===== src/rtl/mux_rr_arbiter.sv =====
// Round-robin arbiter for two 4-bit producer lanes feeding one registered output slot.
// A lane keeps ownership for up to BURST_MAX consecutive wins while the other lane waits.
module mux_rr_arbiter #(
  parameter int BURST_MAX = 4,
  parameter int CNT_W     = 4
) (
  input  logic       clk,
  input  logic       reset_L,
  input  logic       valid_0,
  input  logic [3:0] data_0,
  output logic       ready_0,
  input  logic       valid_1,
  input  logic [3:0] data_1,
  output logic       ready_1,
  output logic [3:0] data_out,
  output logic       valid_out,
  output logic       src_out,
  input  logic       out_ready,
  output logic       busy
);

  typedef enum logic [1:0] {IDLE, OWN0, OWN1} state_t;

  localparam logic [CNT_W-1:0] LP_MAX = CNT_W'(BURST_MAX);

  state_t           r_state, w_state_nxt;
  logic [CNT_W-1:0] r_cnt, w_cnt_nxt;
  logic             r_last, w_last_nxt;
  logic [3:0]       r_data;
  logic             r_valid;
  logic             r_src;

  logic             w_can_load;
  logic             w_win;
  logic             w_xfer;
  logic             w_owned;
  logic [3:0]       w_data_sel;

  // Winner is only meaningful when at least one lane is valid.
  always_comb begin
    w_win = 1'b0;
    if (valid_0 && !valid_1) begin
      w_win = 1'b0;
    end else if (valid_1 && !valid_0) begin
      w_win = 1'b1;
    end else if (valid_0 && valid_1) begin
      case (r_state)
        OWN0:    w_win = (r_cnt >= LP_MAX);
        OWN1:    w_win = (r_cnt <  LP_MAX);
        default: w_win = ~r_last;
      endcase
    end
  end

  assign w_can_load = !r_valid || out_ready;
  assign ready_0    = w_can_load && valid_0 && !w_win;
  assign ready_1    = w_can_load && valid_1 &&  w_win;
  assign w_xfer     = ready_0 || ready_1;
  assign w_owned    = w_win ? (r_state == OWN1) : (r_state == OWN0);
  assign w_data_sel = w_win ? data_1 : data_0;

  always_comb begin
    w_state_nxt = r_state;
    w_cnt_nxt   = r_cnt;
    w_last_nxt  = r_last;
    if (w_xfer) begin
      w_state_nxt = w_win ? OWN1 : OWN0;
      w_last_nxt  = w_win;
      if (!w_owned) begin
        w_cnt_nxt = CNT_W'(1);
      end else if (r_cnt < LP_MAX) begin
        w_cnt_nxt = r_cnt + CNT_W'(1);
      end
    end else if (w_can_load) begin
      // Output slot free and nobody asking: give up ownership entirely.
      w_state_nxt = IDLE;
      w_cnt_nxt   = '0;
    end
  end

  always_ff @(posedge clk or negedge reset_L) begin
    if (!reset_L) begin
      r_state <= IDLE;
      r_cnt   <= '0;
      r_last  <= 1'b1;
    end else begin
      r_state <= w_state_nxt;
      r_cnt   <= w_cnt_nxt;
      r_last  <= w_last_nxt;
    end
  end

  always_ff @(posedge clk or negedge reset_L) begin
    if (!reset_L) begin
      r_data  <= '0;
      r_valid <= 1'b0;
      r_src   <= 1'b0;
    end else if (w_xfer) begin
      r_data  <= w_data_sel;
      r_valid <= 1'b1;
      r_src   <= w_win;
    end else if (w_can_load) begin
      r_valid <= 1'b0;
    end
  end

  assign data_out  = r_data;
  assign valid_out = r_valid;
  assign src_out   = r_src;
  assign busy      = (r_state != IDLE);

endmodule


===== config.mk =====
export PLATFORM = sky130hd
export DESIGN_NAME = mux_rr_arbiter
export DESIGN_NICKNAME = d
export VERILOG_FILES = /design/src/rtl/mux_rr_arbiter.sv
export SDC_FILE = /design/constraint.sdc
export NUM_CORES = 1
export LEC_CHECK = 0
export BUFFER_PORTS_ARGS = -buffer_cell sky130_fd_sc_hd__buf_2
export CORE_MARGIN = 10
export CORE_UTILIZATION = 30
export CTS_CLUSTER_DIAMETER = 40
export CTS_CLUSTER_SIZE = 25
export DETAILED_ROUTE_END_ITERATION = 10
export PLACE_DENSITY = 0.63
export SETUP_SLACK_MARGIN = 0.5
export SYNTH_ARGS = -nofsm -noshare
export SYNTH_HDL_FRONTEND = slang
export SYNTH_SLANG_ARGS = --single-unit

===== constraint.sdc =====
create_clock -name clk -period 3.69 [get_ports clk]
set_clock_uncertainty 0.1 [all_clocks]
set_input_delay 0.369 -clock clk [delete_from_list [all_inputs] [get_ports clk]]
set_output_delay 0.369 -clock clk [all_outputs]
set_load 0.005 [all_outputs]

==> impl_metrics.ini <==
[detailed_routing]
drt-initial-drc-count = 22
drc_errors = 0
vias = 575
first_pass_iters = 4
wire_per_inst_um = 13.2
vias_per_cell = 4.64
routed_wl_um = 1640
ant_nets = 0

[setup_path]
cp_common_cell = inv_1
cp_slowest_stage_delay_ps = 390
end_kind = output port
cp_slowest_cell = dfrtp_1
worstPathCellList = inv_1, ha_1, or3b_1, a311o_1, o21ai_4, nand2_1, inv_1, buf_2
crit_required_ps = 3220
crit_fanout = 10
path_class = reg2out
cp.arrival_ps = 2240
cp-start-kind = register

[timing]
clock.fmax_ghz = 0.369
hold-worst-slack_ps = 229
setup_violations = 0
hold_viol = 0
tns_ps = 0
slew_headroom = 0.619
finalCritPeriodShare = 0.735
setup_ws_ps = 978
rsz0062_at_grt = no
period_needed_ps = 2710
maxSlewViolCount = 0
tightest_slew_ps = 567

[finish]
diodes = 0
fillCellCount = 221
instances_no_fill = 124
seq_area_um2 = 327
finish.utilization = 0.392
area_growth_pct = 25.9
finalInstanceArea_um2 = 858
multi_input_area_um2 = 333
drive_gt1_frac = 0.292
nNetsFinal = 114

[placement]
dp_cells = 119
gp_congestion = 0.767
place_hpwl_um = 1290
place_area_um2 = 822
numPortBuffers = 21
pre_cts_ws_ps = 1270

[yosys]
synth_nets = 87
synth_top_area_frac = 0.440
yosysTopAreaCell = dfrtp_1
synth-async-reset-ratio = 1.00
syn_area_per_cell_um2 = 9.74
syn_area_um2 = 682
synth_seq_area_share = 0.479
synthFlopType = dfrtp_1
yosys_register_bits = 13
synth.distinct_cells = 22
synth_area_leaders = dfrtp_1 (44%), ha_1 (7.3%), nand2_1 (6.6%)
synth_edf_count = 0
yosys_warnings = 0
synthCells = 70

[floorplanning]
placementRows = 17
num_io_pins = 22
initial_core_util = 0.311
fp.dieH_um = 67.7
dieArea_um2 = 4580
die_x_um = 67.7
core-area_um2 = 2190

[clock_tree]
htreeDepth = 1
cts_tree = yes
clockRootBuffer = clkbuf_4
cts_resized = 0
cts_buffer_depth = 2
clkTransAtPathRegs_ps = 80
cts_made_buffers = 3
clock_latency_ps = 280
clock_sinks = 13
cts-hold-fix-buffers = 1
post_cts_buffers = 0

[power_and_ir_drop]
ir_worst_vdd_v = 0.000189
total_power_mw = 0.433
leakage_nw = 0.430
p_per_area_nw_per_um2 = 505

[global_route]
grtUsageTotal = 0.0822
grt_pass1_vias = 614
grt_pass1_wl_um = 2820
antenna_found_initial = 0
grt_max_degree = 14
grt-ovfl-total = 0

[job]
maxCapViolations = 0

[status]
status = finished clean

[min_path]
hp-class = in2reg
## power by group
part           internal, mW  total, mW  switching (mW)
clock                0.0420     0.0913          0.0493
sequential            0.174      0.192          0.0179
combinational        0.0713      0.150          0.0791
total                 0.287      0.433           0.146
## cell families after synthesis
| group | synth area share |
|---|---|
| adder cells (fa/ha/maj) | 0.0734 |
| buffers and inverters | 0.0330 |
| flip-flops | 0.479 |
| multiplexers | 0.0807 |
| AND/OR/NAND/NOR | 0.163 |
| AO/OA/AOI/OAI | 0.171 |
## area by class of cell
| type | instances | area share |
|---|---|---|
| sequential | 13 | 0.380 |
| tap | 28 | 0.0408 |
| inverter | 6 | 0.0262 |
| clock buffer | 4 | 0.0306 |
| timing repair buffer | 22 | 0.134 |
| multi-input combinational | 51 | 0.388 |
## state kept, by name, summed over array words and instances, names as in the netlist
| signal | cells |
|---|---|
| r_state | 2 |
| src_out | 1 |
| data_out | 4 |
| r_cnt | 4 |
| valid_out | 1 |
| r_last | 1 |
## worst paths after layout
path | startpoint | to | slack [ps] | depth (start not counted)
max | r_state[0] | ready_1 | 980 | 8
min | valid_1 | valid_out | 230 | 2
max reg2reg | r_state[0] | r_cnt[0] | 1440 | 7
min reg2reg | r_last | r_last | 360 | 2
max in group asynchronous | reset_L | r_last | 2810 | 2
min in group asynchronous | reset_L | r_cnt[0] | 400 | 2
## routing by layer
metal  global-route usage  up-vias  wire (µm)
met2                0.128       17        798
met3               0.0182        5         61
met4               0.0615        0         51
li1                     -      294          -
met1               0.0964      259        725
met5                    0        -          0
## synthesized netlist by cell type, types with 2 or more instances
master   count
a21oi_1      3
dfrtp_1     12
ha_1         4
inv_1        6
mux2i_1      4
nand2_1     12
nor2_1       4
nor2b_1      3
o21ai_0      2
o21ai_1      8
## worst max-delay path: cells and delay by family, from the launching register on
family | cells | cell delay [ps]
flip-flops | 1 | 390
buffers and inverters | 3 | 290
AND/OR/NAND/NOR | 2 | 540
adder cells (fa/ha/maj) | 1 | 220
AO/OA/AOI/OAI | 2 | 520
## cells in the final DEF (no fill, tap or decap)
cell           Yosys  final
mux2_4             1      1
a31oi_1            1      1
clkbuf_4           0      3
buf_2              0     21
o21ai_1            8      8
nand2b_1           1      1
a211oi_2           1      1
dfrtp_1           12     12
or3b_1             1      1
nand2_1           12     12
clkbuf_1           0      1
or3_1              1      1
a21oi_1            3      3
a311o_1            1      1
o22ai_1            1      1
inv_1              6      6
dfstp_2            1      1
and3_1             1      1
nor3_1             1      1
ha_1               4      4
nor2_1             4      4
o21ai_4            1      1
dlygate4sd3_1      0      1
mux2i_1            4      4
o21ai_0            2      2
nor2b_1            3      3
Note: power is estimated with default switching activity, not from simulation.
